--- src/rtl/cook_timer_pkg.sv ---
`default_nettype none
// +----------------------------------------------------------------------------+
// | Module      : cook_timer_pkg                                               |
// | Description : Shared state encoding and BCD constants for the cook timer.  |
// | Revision    : 1.0                                                          |
// +----------------------------------------------------------------------------+
package cook_timer_pkg;

  typedef enum logic [1:0] {
    IDLE  = 2'd0,
    SET   = 2'd1,
    COOK  = 2'd2,
    PAUSE = 2'd3
  } state_t;

  localparam logic [3:0] ZERO            = 4'd0;
  localparam logic [3:0] NINE            = 4'd9;
  localparam logic [3:0] SEC_TENS_RELOAD = 4'd5;

  function automatic logic is_bcd(input logic [3:0] d);
    return d <= NINE;
  endfunction

endpackage
`default_nettype wire

--- src/rtl/bcd_digit_cell.sv ---
`default_nettype none
// +----------------------------------------------------------------------------+
// | Module      : bcd_digit_cell                                               |
// | Description : One BCD timer digit with shift-in load, borrow-chained       |
// |               decrement and zero detect.                                   |
// | Revision    : 1.0                                                          |
// +----------------------------------------------------------------------------+
module bcd_digit_cell
  import cook_timer_pkg::*;
#(
  parameter logic [3:0] RELOAD = NINE
) (
  input  logic       clk,
  input  logic       rst,
  input  logic       i_clr,
  input  logic       i_shift,
  input  logic [3:0] i_shift_in,
  input  logic       i_dec,
  input  logic       i_borrow_in,
  output logic [3:0] o_digit,
  output logic       o_borrow_out,
  output logic       o_zero
);

  logic [3:0] r_digit;

  // A digit only moves on a decrement when every lower digit is zero.
  always_ff @(posedge clk) begin
    if (rst) begin
      r_digit <= ZERO;
    end else if (i_clr) begin
      r_digit <= ZERO;
    end else if (i_shift) begin
      r_digit <= i_shift_in;
    end else if (i_dec && i_borrow_in) begin
      r_digit <= (r_digit == ZERO) ? RELOAD : r_digit - 4'd1;
    end
  end

  assign o_digit      = r_digit;
  assign o_zero       = (r_digit == ZERO);
  assign o_borrow_out = i_borrow_in && (r_digit == ZERO);

endmodule
`default_nettype wire

--- src/rtl/cook_timer_ctrl.sv ---
`default_nettype none
// +----------------------------------------------------------------------------+
// | Module      : cook_timer_ctrl                                              |
// | Description : Microwave cook timer: keypad BCD entry, second countdown,    |
// |               door interlock and duty-cycled magnetron power control.      |
// | Revision    : 1.0                                                          |
// +----------------------------------------------------------------------------+
module cook_timer_ctrl
  import cook_timer_pkg::*;
#(
  parameter int MIN_DIGITS = 2,
  parameter int TICK_DIV   = 100,
  parameter int POWER_MAX  = 10
) (
  input  logic                    clock,
  input  logic                    reset,
  input  logic                    key_valid,
  input  logic [3:0]              key_digit,
  input  logic                    start,
  input  logic                    stop,
  input  logic                    clear,
  input  logic                    door_closed,
  input  logic [3:0]              power_level,
  output logic [3:0]              sec_ones,
  output logic [3:0]              sec_tens,
  output logic [4*MIN_DIGITS-1:0] mins,
  output logic                    mag_on,
  output logic [1:0]              state,
  output logic                    done
);

  localparam int c_num_dig = MIN_DIGITS + 2;
  localparam int c_pre_w   = $clog2(TICK_DIV);
  localparam int c_lvl_w   = (POWER_MAX > 15) ? $clog2(POWER_MAX + 1) : 4;

  localparam logic [c_pre_w-1:0] c_pre_last = c_pre_w'(TICK_DIV - 1);
  localparam logic [c_lvl_w-1:0] c_lvl_max  = c_lvl_w'(POWER_MAX);
  localparam logic [c_lvl_w-1:0] c_win_last = c_lvl_w'(POWER_MAX - 1);

  state_t               r_state;
  state_t               w_state_nxt;
  logic [c_pre_w-1:0]   r_presc;
  logic [c_lvl_w-1:0]   r_win;
  logic [c_lvl_w-1:0]   r_level;
  logic                 r_done;

  logic                 w_shift;
  logic                 w_clr;
  logic                 w_dec;
  logic                 w_start_ok;
  logic                 w_done;
  logic                 w_key_ok;
  logic                 w_shift_nz;
  logic                 w_last;
  logic                 w_tick;
  logic                 w_time_zero;

  logic [3:0]           w_digit     [c_num_dig];
  logic [3:0]           w_shift_src [c_num_dig];
  logic [c_num_dig-1:0] w_zero;
  logic [c_num_dig:0]   w_borrow;

  // Digit 0 is sec_ones, digit 1 is sec_tens, digits 2.. are minutes.
  assign w_borrow[0] = 1'b1;

  for (genvar gi = 0; gi < c_num_dig; gi++) begin : g_digit
    if (gi == 0) begin : g_lsd
      assign w_shift_src[gi] = key_digit;
    end else begin : g_upper
      assign w_shift_src[gi] = w_digit[gi-1];
    end

    bcd_digit_cell #(
      .RELOAD ((gi == 1) ? SEC_TENS_RELOAD : NINE)
    ) u_cell (
      .clk          (clock),
      .rst          (reset),
      .i_clr        (w_clr),
      .i_shift      (w_shift),
      .i_shift_in   (w_shift_src[gi]),
      .i_dec        (w_dec),
      .i_borrow_in  (w_borrow[gi]),
      .o_digit      (w_digit[gi]),
      .o_borrow_out (w_borrow[gi+1]),
      .o_zero       (w_zero[gi])
    );
  end

  for (genvar gm = 0; gm < MIN_DIGITS; gm++) begin : g_mins
    assign mins[4*gm +: 4] = w_digit[gm+2];
  end

  assign w_time_zero = w_borrow[c_num_dig];
  assign w_key_ok    = key_valid && is_bcd(key_digit);
  assign w_shift_nz  = (key_digit != ZERO) || (|(~w_zero[c_num_dig-2:0]));
  assign w_last      = (w_digit[0] == 4'd1) && (&w_zero[c_num_dig-1:1]);
  assign w_tick      = (r_state == COOK) && (r_presc == c_pre_last);

  always_comb begin
    w_state_nxt = r_state;
    w_shift     = 1'b0;
    w_clr       = 1'b0;
    w_dec       = 1'b0;
    w_start_ok  = 1'b0;
    w_done      = 1'b0;
    case (r_state)
      IDLE, SET: begin
        if (clear || stop) begin
          w_clr       = 1'b1;
          w_state_nxt = IDLE;
        end else if (start && door_closed && (r_state == SET)) begin
          w_start_ok  = 1'b1;
          w_state_nxt = COOK;
        end else if (w_key_ok) begin
          // Shifting can push the only non-zero digit off the top.
          w_shift     = 1'b1;
          w_state_nxt = w_shift_nz ? SET : IDLE;
        end
      end
      COOK: begin
        if (clear) begin
          w_clr       = 1'b1;
          w_state_nxt = IDLE;
        end else if (stop || !door_closed) begin
          w_state_nxt = PAUSE;
        end else if (w_tick && !w_time_zero) begin
          w_dec = 1'b1;
          if (w_last) begin
            w_state_nxt = IDLE;
            w_done      = 1'b1;
          end
        end
      end
      PAUSE: begin
        if (clear || stop) begin
          w_clr       = 1'b1;
          w_state_nxt = IDLE;
        end else if (start && door_closed) begin
          w_start_ok  = 1'b1;
          w_state_nxt = COOK;
        end
      end
      default: w_state_nxt = IDLE;
    endcase
  end

  always_ff @(posedge clock) begin
    if (reset) begin
      r_state <= IDLE;
      r_presc <= '0;
      r_win   <= '0;
      r_level <= c_lvl_max;
      r_done  <= 1'b0;
    end else begin
      r_state <= w_state_nxt;
      r_done  <= w_done;
      if (w_start_ok) begin
        r_presc <= '0;
        r_win   <= '0;
        if (w_state_nxt == COOK && r_state == SET) begin
          r_level <= ((power_level == 4'd0) || (32'(power_level) > POWER_MAX))
                     ? c_lvl_max : c_lvl_w'(power_level);
        end
      end else if (r_state == COOK) begin
        r_presc <= w_tick ? '0 : r_presc + 1'b1;
        if (w_tick) begin
          r_win <= (r_win == c_win_last) ? '0 : r_win + 1'b1;
        end
      end
    end
  end

  assign mag_on   = (r_state == COOK) && door_closed && (r_win < r_level);
  assign done     = r_done;
  assign state    = r_state;
  assign sec_ones = w_digit[0];
  assign sec_tens = w_digit[1];

endmodule
`default_nettype wire

--- config.mk ---
export PLATFORM = sky130hd
export DESIGN_NAME = cook_timer_ctrl
export DESIGN_NICKNAME = d
export VERILOG_FILES = /design/src/rtl/cook_timer_pkg.sv /design/src/rtl/bcd_digit_cell.sv /design/src/rtl/cook_timer_ctrl.sv
export SDC_FILE = /design/constraint.sdc
export NUM_CORES = 1
export LEC_CHECK = 0
export CORE_MARGIN = 1.5
export CORE_UTILIZATION = 45
export CTS_CLUSTER_DIAMETER = 60
export DETAILED_ROUTE_END_ITERATION = 6
export PLACE_DENSITY = 0.72
export SLEW_MARGIN = 5
export SYNTH_ARGS = -nofsm -noshare
export SYNTH_HDL_FRONTEND = slang
export SYNTH_SLANG_ARGS = --single-unit
export TNS_END_PERCENT = 20
--- constraint.sdc ---
create_clock -name clock -period 1.7 [get_ports clock]
set_input_delay 0.51 -clock clock [delete_from_list [all_inputs] [get_ports clock]]
set_output_delay 0.51 -clock clock [all_outputs]
set_load 0.03 [all_outputs]
==> results of run 1 <==
==> cell type report <==
type	count	area [µm²]
fill	343	1190
clock buffer	7	86.3
multi-input combinational	189	1440
tap	52	65.1
inverter	6	22.5
timing repair buffer	90	801
sequential	34	713
clock inverter	1	5.00
==> logic make-up (layout without fill, tap and decap cells) <==
group           after synthesis  count (layout)  synth area share, %
compound gates               63              63                 20.1
xor+xnor                     12              12                 5.26
fa+ha+maj                     4               4                 2.50
buf+inv                      15             104                 4.51
flops                        34              34                 34.0
mux                           4               4                 2.00
simple gates                106             106                 31.6
==> layer usage <==
metal,global-route usage [%],up-vias
li1,-,1055
met4,9.40,0
met2,45.7,56
met3,5.67,15
met5,0,-
met1,28.8,1028
==> metrics by stage <==
stage / TNS, ns / total power (W)
2_1_floorplan: -0.261 / 0.000892
3_3_place_gp: -16.00 / 0.000991
3_5_place_dp: -16.87 / 0.000993
4_1_cts: -0.466 / 0.00165
5_1_grt: -1.62 / 0.00172
6_report: -0.926 / 0.00165
==> worst max path at each step <==
stage,cells past startpoint,startpoint,endpoint,slack [ns]
3_3_place_gp,8,clear,g_digit[0].u_cell.o_digit[2]$_SDFFE_PP0P_,-0.56
2_1_floorplan,6,g_digit[0].u_cell.o_digit[1]$_SDFFE_PP0P_,g_digit[2].u_cell.o_digit[3]$_SDFFE_PP0P_,-0.05
3_5_place_dp,5,stop,r_level[1]$_SDFFE_PP1P_,-0.61
6_report,7,r_level[1]$_SDFFE_PP1P_,mag_on,-0.38
4_1_cts,7,r_level[1]$_SDFFE_PP1P_,mag_on,-0.38
5_1_grt,7,r_level[1]$_SDFFE_PP1P_,mag_on,-0.49
==> registers in the layout (all words and copies together), names as in the netlist <==
signal	flops
g_digit.u_cell.o_digit	16
r_presc	7
r_level	4
r_win	4
state	2
done	1
==> placed cells by master (no fill, tap or decap), types with 7 or more instances in the layout <==
cell            n
dfxtp_2         8
o21ai_0        15
buf_4          52
dfxtp_1        20
dlygate4sd2_1  17
nor2_1         20
nand2_1        17
a21oi_1        17
xor2_1          7
nand3_1         8
==> repair_timing <==
| item | in CTS | in global routing |
|---|---|---|
| gates resized for setup | 49 | 29 |
| pin swaps | 9 | 15 |
| setup buffers | 0 | 4 |
| cloned | 2 | 0 |
| endpoints found under the setup margin | 51 | 26 |
==> power groups by stage <==
stage | logic (W) | registers, W | clock network, W
global route | 0.000220 | 0.000797 | 0.000699
CTS | 0.000192 | 0.000799 | 0.000659
global placement | 0.000173 | 0.000818 | 0
finish | 0.000205 | 0.000797 | 0.000647
floorplan | 0.0000679 | 0.000824 | 0
detailed placement | 0.000175 | 0.000818 | 0
==> tightest hold or removal path, delay by kind of cell, from the launching register on <==
kind,cells,cell delay (ns)
compound gates,1,0.05
flops,1,0.32
simple gates,1,0.05
==> impl_metrics.json, run 1 <==
{
  "result_of_the_run": "finished, violations left",
  "violated_checks": "negative setup slack",
  "worst_path_max_delay_cell": "dfxtp_2",
  "dr.pass1.iters": 4,
  "chipHeight_um": 69.7,
  "antenna_cells_inserted": 0,
  "number_of_synthesis_warnings": 0,
  "timing.max_cap.violations": 0,
  "total_switching_power_w": 0.000425,
  "cpPeakStageDelay_ns": 0.35,
  "wl_per_cell_um": 15.4,
  "yosys.cell_types.count": 55,
  "ys_seq_area_share_pct": 34.0,
  "sequential_fraction_of_design_power_pct": 48.3,
  "power_density_mw_per_mm2": 526,
  "via_count": 2154,
  "hold_path_depth": 2,
  "initial_utilization_pct": 46.2,
  "ys_ff_latch": 34,
  "setup_violations": 8,
  "startpoint_of_the_worst_hold_path": "r_level[2]$_SDFFE_PP0P_",
  "postSynthAreaPerCell_um2": 8.40,
  "cellInternalPower_w": 0.00122,
  "worstHoldPathType": "reg2reg",
  "timing.max_slew.rel_slack_pct": 74.9,
  "core-area_mm2": 0.00432,
  "synthMostInstantiatedCell": "dfxtp_1",
  "end_kind": "output port",
  "switching_share_pct": 25.8,
  "cts_tree": "done",
  "grt_pass1_wl_mm": 9.95,
  "pwr-share-comb_pct": 12.5,
  "timing.clock.skew_ns": 0.00849,
  "wl_met3_um": 213,
  "ys_async_sr_fraction_pct": 0,
  "postRouteAntennaNets": 0,
  "dpl.hpwl_mm": 3.96,
  "post_route_setup_slack_ns": -0.377,
  "fp.dieW_um": 69.7,
  "cell_breakdown_of_the_critical_path": "inv_2 -> ha_4 -> a21oi_2 -> nor2b_1 -> o21ai_1 -> and4b_2 -> buf_6",
  "grt_usage_pct": 25.2,
  "detailed_place.area_mm2": 0.00283,
  "clk_pin_slew_ns": 0.08,
  "finalCoreUtilization_pct": 72.5,
  "drt_iter0_drc": 166,
  "worst_ep_required_time_ns": 1.19,
  "max-clock-path-buffers": 2,
  "worstSetupStartpointType": "flop",
  "cts_num_sinks": 34,
  "met2WireLength_mm": 3.05,
  "reg2regPathDepth": 5,
  "min_period_over_period_pct": 122,
  "measured_slew_at_the_worst_slew_check_pin_ns": 0.367,
  "antenna_found_initial": 0,
  "place.detailed.instances": 365,
  "num-nets-final": 345,
  "cellLeakagePower_nw": 1.35,
  "postSynthCellCount": 238,
  "globalRoute.totalOverflow": 0,
  "fraction_of_final_layout_cells_with_drive_strength_greater_than_1_pct": 40.1,
  "fin_hold_ws_ns": 0.459,
  "synthesis.area_mm2": 0.00200,
  "cts_hold_buf": 0,
  "row_count": 24,
  "ctsRootBufferMaster": "clkbuf_8",
  "finalWeightedCongestion": 0.804,
  "worst_skew_pair.late_latency_ns": 0.29,
  "setup.reg_to_reg.worst_slack_ns": -0.13,
  "routed_via_density": 5.68,
  "drt-total-wl_mm": 5.84,
  "slew_viol_final": 0,
  "ir_drop_mv": 0.339,
  "fmax_mhz": 481,
  "regToRegStartpoint": "g_digit[0].u_cell.o_digit[3]$_SDFFE_PP0P_",
  "grt_pass1_vias": 2163,
  "synth_enable_flop_cells": 0,
  "ioPinCount": 35,
  "place_worst_setup_slack_ns": -0.615,
  "drc": 0,
  "synth_top_area_share_pct": 34.0,
  "buffer_ports.inserted": 34,
  "stdcell_area_mm2": 0.00313,
  "grt_max_degree": 14,
  "number_of_h_tree_levels": 2,
  "rsz0062_at_grt": "true",
  "synth.cells.most_frequent": "dfxtp_1 (34), nand2_1 (21), nor2_1 (21)",
  "number_of_nets_produced_by_synthesis": 257,
  "floorplan.die_area_mm2": 0.00485,
  "synth_area_leaders": "dfxtp_1 (34%), o21ai_0 (4.8%), a21oi_1 (4.5%)",
  "path_class": "reg2out",
  "pwr-share-clk_pct": 39.2,
  "cts_made_buffers": 5,
  "met1_length_mm": 2.45,
  "yosysTopAreaCell": "dfxtp_1",
  "critical_path_arrival_ns": 1.57,
  "layout-area-overhead-vs-synth_pct": 56.8,
  "final-hold-violation-count": 0,
  "post_layout_nonfiller_instances": 379,
  "number_of_buffer_and_inverter_instances_along_the_worst_setup_path": 2,
  "path_max_fanout": 2,
  "predominant_post_synthesis_flop_cell": "dfxtp_1",
  "r2r-end": "g_digit[2].u_cell.o_digit[1]$_SDFFE_PP0P_",
  "worst_path_dominant_cell_family": "flip-flops",
  "worstHoldEndpoint": "r_level[2]$_SDFFE_PP0P_",
  "top_layer": "met4",
  "min_period_ns": 2.08
}
Power figures use the tool's default switching activity.
==> run 2, diff against run 1 <==
==> constraint.sdc (replaced) <==
create_clock -name clock -period 1.7 [get_ports clock]
set_input_delay 0.34 -clock clock [delete_from_list [all_inputs] [get_ports clock]]
set_output_delay 0.34 -clock clock [all_outputs]
set_load 0.03 [all_outputs]
==> run 2 against run 1 <==
  * The flow still finishes with violations (negative setup slack)
  * Cell area grew 0.68%
  * Global-route usage fell by 1.4 points
  * Clock-buffer cell count stayed put
  * Critical path depth is 1 lower
  * Sequential power is essentially flat
  * Sequential share of layout area decreased by 0.19 points
  * Combinational power shrank 4%
  * Clock power decreased by 3.2%
  * Power shrank 1.5%
  * Worst setup slack gained 0.17 ns
  * Clock skew about the same
  * Highest routed layer unchanged
  * Sequential cell count stayed put
  * Critical endpoint unchanged
==> impl_metrics.json, run 2 (synthesis gave the netlist of run 1 again) <==
{
  "result_of_the_run": "finished, violations left",
  "violated_checks": "negative setup slack",
  "initial_utilization_pct": 46.2,
  "final-hold-violation-count": 0,
  "dpl.hpwl_mm": 4.21,
  "min_period_ns": 1.91,
  "ir_drop_mv": 0.422,
  "largest_reg_flops": 16,
  "detailed_place.area_mm2": 0.00289,
  "via_count": 2104,
  "dr.pass1.iters": 4,
  "top_layer": "met4",
  "setup_violations": 7,
  "power_density_mw_per_mm2": 514,
  "layout-area-overhead-vs-synth_pct": 57.8,
  "chipHeight_um": 69.7,
  "floorplan.die_area_mm2": 0.00485,
  "timing.max_cap.violations": 0,
  "final_common_cell": "buf_4",
  "finalWeightedCongestion": 0.790,
  "total_power_w": 0.00162,
  "fraction_of_final_layout_cells_with_drive_strength_greater_than_1_pct": 38.4,
  "buffer_ports.inserted": 34,
  "rsz0062_at_grt": "true",
  "wl_per_cell_um": 14.9,
  "critical_path_arrival_ns": 1.57,
  "ctsRootBufferMaster": "clkbuf_8",
  "cts_num_sinks": 34,
  "worstHoldPathType": "reg2reg",
  "routed_via_density": 5.46,
  "core-area_mm2": 0.00432,
  "path_max_fanout": 2,
  "layout.cells.most_common_list": "buf_4 (59), nor2_1 (21), dlygate4sd2_1 (21)",
  "num-nets-final": 351,
  "drc": 0,
  "clk_pin_slew_ns": 0.07,
  "globalRoute.totalOverflow": 0,
  "slew_viol_final": 0,
  "grt_pass1_vias": 2122,
  "worst_skew_pair.late_latency_ns": 0.29,
  "drt-total-wl_mm": 5.73,
  "grt_usage_pct": 23.9,
  "grt_pass1_wl_mm": 9.40,
  "fin_tns_setup_ns": -0.472,
  "setup.reg_to_reg.worst_slack_ns": -0.08,
  "postRouteAntennaNets": 0,
  "worst_ep_required_time_ns": 1.36,
  "cellLeakagePower_nw": 1.36,
  "fmax_mhz": 524,
  "antenna_cells_inserted": 0,
  "min_period_over_period_pct": 112,
  "post_route_setup_slack_ns": -0.208,
  "fp.dieW_um": 69.7,
  "finalCoreUtilization_pct": 73.0,
  "grt_max_degree": 14,
  "wl_met3_um": 179,
  "layout.filler_cells": 338,
  "measured_slew_at_the_worst_slew_check_pin_ns": 0.374,
  "number_of_h_tree_levels": 2,
  "timing.clock.skew_ns": 0.00851,
  "met1_length_mm": 2.53,
  "ioPinCount": 35,
  "timing.max_slew.rel_slack_pct": 74.4,
  "cts_made_buffers": 5,
  "met2WireLength_mm": 2.92,
  "path_class": "reg2out",
  "cts_tree": "done",
  "end_kind": "output port",
  "row_count": 24,
  "worstSetupStartpointType": "flop",
  "drt_iter0_drc": 126,
  "max-clock-path-buffers": 2,
  "antenna_found_initial": 0,
  "stdcell_area_mm2": 0.00316
}
[run 2: repair_timing]
action,CTS,global route
resized for setup,35,27
pin swaps,12,12
setup buffers,0,3
hold buffers,0,0
setup endpoints to repair,37,18
[run 2: cell type report]
type,instances,area [µm²],share of cell area (%)
Clock inverter,1,5.00,0.159
Tap cell,52,65.1,2.06
Multi-Input combinational cell,189,1460,46.1
Sequential cell,34,712,22.6
Clock buffer,7,86.3,2.74
Timing Repair Buffer,96,810,25.7
Inverter,6,22.5,0.714
[run 2: routing by layer]
metal | track usage [%] | vias to the layer above
met5 | 0 | -
met4 | 7.91 | 0
met3 | 5.81 | 10
met2 | 42.2 | 33
met1 | 28.3 | 999
li1 | - | 1062
[run 2: path summary, 6_finish.rpt]
check | to | cells past startpoint | from
hold / removal | r_level[2]$_SDFFE_PP0P_ | 2 | r_level[2]$_SDFFE_PP0P_
setup reg to reg | g_digit[2].u_cell.o_digit[1]$_SDFFE_PP0P_ | 6 | g_digit[0].u_cell.o_digit[1]$_SDFFE_PP0P_
hold reg to reg | r_level[2]$_SDFFE_PP0P_ | 2 | r_level[2]$_SDFFE_PP0P_
setup / recovery | mag_on | 6 | r_win[1]$_SDFFE_PP0P_
[run 2: critical path: stages, from the launching register on]
cell and delay [ns]:
dfxtp_2 0.34, ha_4 0.24, a21oi_4 0.15, nor2b_4 0.05, o21ai_1 0.13, and4b_1 0.23
buf_6 0.14
[run 2: where the power goes]
part           leakage, nW  switching (W)  internal (W)
registers            0.283     0.00000603      0.000794
clock network       0.0482       0.000299      0.000327
logic                 1.03      0.0000949      0.000102
total                 1.36       0.000400       0.00122
[run 2: through the flow]
step	cells	hold slack, ns	setup WS, ns
6_report	385	0.460	-0.208
5_1_grt	385	0.483	-0.239
4_1_cts	382	0.467	-0.208
3_5_place_dp	374	0.458	-0.423
3_3_place_gp	374	0.447	-0.397
2_1_floorplan	238	0.432	-0.0487
==> run 3, diff against run 2 <==
Settings changed: CTS_CLUSTER_SIZE set to 40, PLACE_DENSITY 0.72 to 0.7.
Clock period 1.7 ns to 2.1 ns, I/O delays scaled along.
==> run 3 against run 2 <==
  * The flow now finishes without violations
  * Global-route usage down 2.4 points
  * Highest routed layer unchanged
  * Cell count fell by 7.8%
  * Critical path type unchanged
  * Critical endpoint unchanged
  * Via count down 7.3%
  * Cell area is 14% lower
  * Sequential power down 19%
  * Clock-buffer cell count is 1 lower
  * Wire length down 13%
  * Critical path depth shrank 1
  * Sequential share of layout area increased by 2.6 points
==> impl_metrics.json, run 3 (synthesis gave the netlist of run 1 again) <==
{
  "wl_per_cell_um": 14.0,
  "end_kind": "output port",
  "critical_path_arrival_ns": 1.61,
  "global_route.usage.met1_pct": 28.3,
  "fraction_of_final_layout_cells_with_drive_strength_greater_than_1_pct": 18.5,
  "layout-area-overhead-vs-synth_pct": 35.7,
  "stdcell_area_mm2": 0.00271,
  "initial_utilization_pct": 46.2,
  "setup.reg_to_reg.worst_slack_ns": 0.16,
  "layout.cells.most_common_list": "clkdlybuf4s50_1 (33), dfxtp_1 (32), buf_4 (32)",
  "result_of_the_run": "completed",
  "setup_violations": 0,
  "drt-total-wl_mm": 4.99,
  "post_layout_nonfiller_instances": 355,
  "timing.critical_path.from": "r_win[2]$_SDFFE_PP0P_",
  "drt_iter0_drc": 144,
  "dpl.hpwl_mm": 3.69,
  "timing.max_cap.violations": 0,
  "fin_tns_setup_ns": 0,
  "cellLeakagePower_nw": 1.05,
  "grt_usage_pct": 21.5,
  "globalRouteMet2Util_pct": 35.5,
  "power_density_mw_per_mm2": 518,
  "globalRoute.totalOverflow": 0,
  "multi_input_comb_area_mm2": 0.00123,
  "cts_tree": "done",
  "timing.clock.skew_ns": 0.00742,
  "seq_area_um2": 683,
  "timing.max_slew.rel_slack_pct": 59.9,
  "via_count": 1950,
  "chipHeight_um": 69.7,
  "min_period_ns": 2.03,
  "final-hold-violation-count": 0,
  "cts_post_setup_buffers_inserted": 0,
  "worst_skew_pair.late_latency_ns": 0.29,
  "floorplan.die_area_mm2": 0.00485,
  "number_of_h_tree_levels": 2,
  "top_usage_layer": "met2",
  "use_met3_pct": 4.07,
  "clk_pin_slew_ns": 0.07,
  "worstSetupStartpointType": "flop",
  "antenna_found_initial": 0,
  "finalWeightedCongestion": 0.804,
  "worst_ep_required_time_ns": 1.68,
  "routed_via_density": 5.49,
  "ioPinCount": 35,
  "fp.dieW_um": 69.7,
  "postRouteAntennaNets": 0,
  "timing.critical_path.to": "mag_on",
  "cts_num_sinks": 34,
  "regToRegStartpoint": "g_digit[1].u_cell.o_digit[0]$_SDFFE_PP0P_",
  "core-area_mm2": 0.00432,
  "detailed_place.area_mm2": 0.00259,
  "grt_pass1_wl_mm": 8.47,
  "worstHoldPathType": "reg2reg",
  "antenna_cells_inserted": 0,
  "cts_made_buffers": 5,
  "min_period_over_period_pct": 96.5,
  "measured_slew_at_the_worst_slew_check_pin_ns": 0.594,
  "path_max_fanout": 5,
  "ir_drop_mv": 0.485,
  "buffer_ports.inserted": 34,
  "dr.pass1.iters": 4,
  "grt_max_degree": 14,
  "grt_pass1_vias": 1829,
  "path_class": "reg2out",
  "layout.filler_cells": 396,
  "row_count": 24,
  "reg2regPathDepth": 5,
  "fmax_mhz": 493,
  "num-nets-final": 322,
  "fin_hold_ws_ns": 0.457,
  "final_common_cell": "clkdlybuf4s50_1",
  "drc": 0,
  "place.detailed.instances": 348,
  "r2r-end": "g_digit[3].u_cell.o_digit[3]$_SDFFE_PP0P_",
  "finalCoreUtilization_pct": 62.8,
  "slew_viol_final": 0,
  "largest_reg_flops": 16,
  "max-clock-path-buffers": 2,
  "ctsRootBufferMaster": "clkbuf_8"
}
[run 3: cell count changes in the layout (fill, tap and decap cells not counted), moves of 4 or more]
cell and change:
dlygate4sd2_1 -21, o21ai_0 +4, dfxtp_4 -4, dfxtp_1 +15
clkdlybuf4s50_1 +21, dfxtp_2 -11, buf_4 -27
[run 3: worst min path at each step]
stage               slack (ns)                      end  cells past startpoint                     from
floorplan                 0.43  r_level[2]$_SDFFE_PP0P_                      2  r_level[2]$_SDFFE_PP0P_
global placement          0.45  r_level[2]$_SDFFE_PP0P_                      2  r_level[2]$_SDFFE_PP0P_
detailed placement        0.45  r_level[2]$_SDFFE_PP0P_                      2  r_level[2]$_SDFFE_PP0P_
CTS                       0.46  r_level[2]$_SDFFE_PP0P_                      2  r_level[2]$_SDFFE_PP0P_
global route              0.47  r_level[0]$_SDFFE_PP0P_                      2  r_level[0]$_SDFFE_PP0P_
finish                    0.46  r_level[0]$_SDFFE_PP0P_                      2  r_level[0]$_SDFFE_PP0P_
[run 3: routing by layer]
metal,wire (µm),vias up
li1,-,999
met4,68,0
met1,2400,902
met2,2290,42
met5,0,-
met3,221,7
[run 3: power by group]
group / switching, W / total, W / internal, W
combinational: 0.0000636 / 0.000134 / 0.0000702
clock: 0.000242 / 0.000621 / 0.000380
sequential: 0.00000483 / 0.000652 / 0.000647
total: 0.000310 / 0.00141 / 0.00110
[run 3: timing repair]
action,in CTS,in global routing
setup endpoints to repair,0,1
gates resized for setup,0,4
hold buffers,0,0
[run 3: worst max-delay path, stage by stage, from the launching register on]
cell,delay [ns]
dfxtp_1,0.43
ha_1,0.27
nor2b_1,0.13
o21ai_1,0.11
and4b_1,0.23
buf_6,0.14
[run 3: per-stage QoR]
step | setup slack (ns) | total power [W]
detailed placement | -0.161 | 0.000799
CTS | 0.00389 | 0.00142
floorplan | 0.136 | 0.000722
global route | -0.00390 | 0.00145
finish | 0.0730 | 0.00141
global placement | -0.128 | 0.000799
[run 3: area by class of cell]
| type | instances | share of cell area (%) |
|---|---|---|
| tap | 52 | 2.40 |
| multi-input combinational | 189 | 45.3 |
| clock buffer | 6 | 3.04 |
| inverter | 6 | 0.830 |
| clock inverter | 1 | 1.11 |
| timing repair buffer | 67 | 22.2 |
| sequential | 34 | 25.2 |
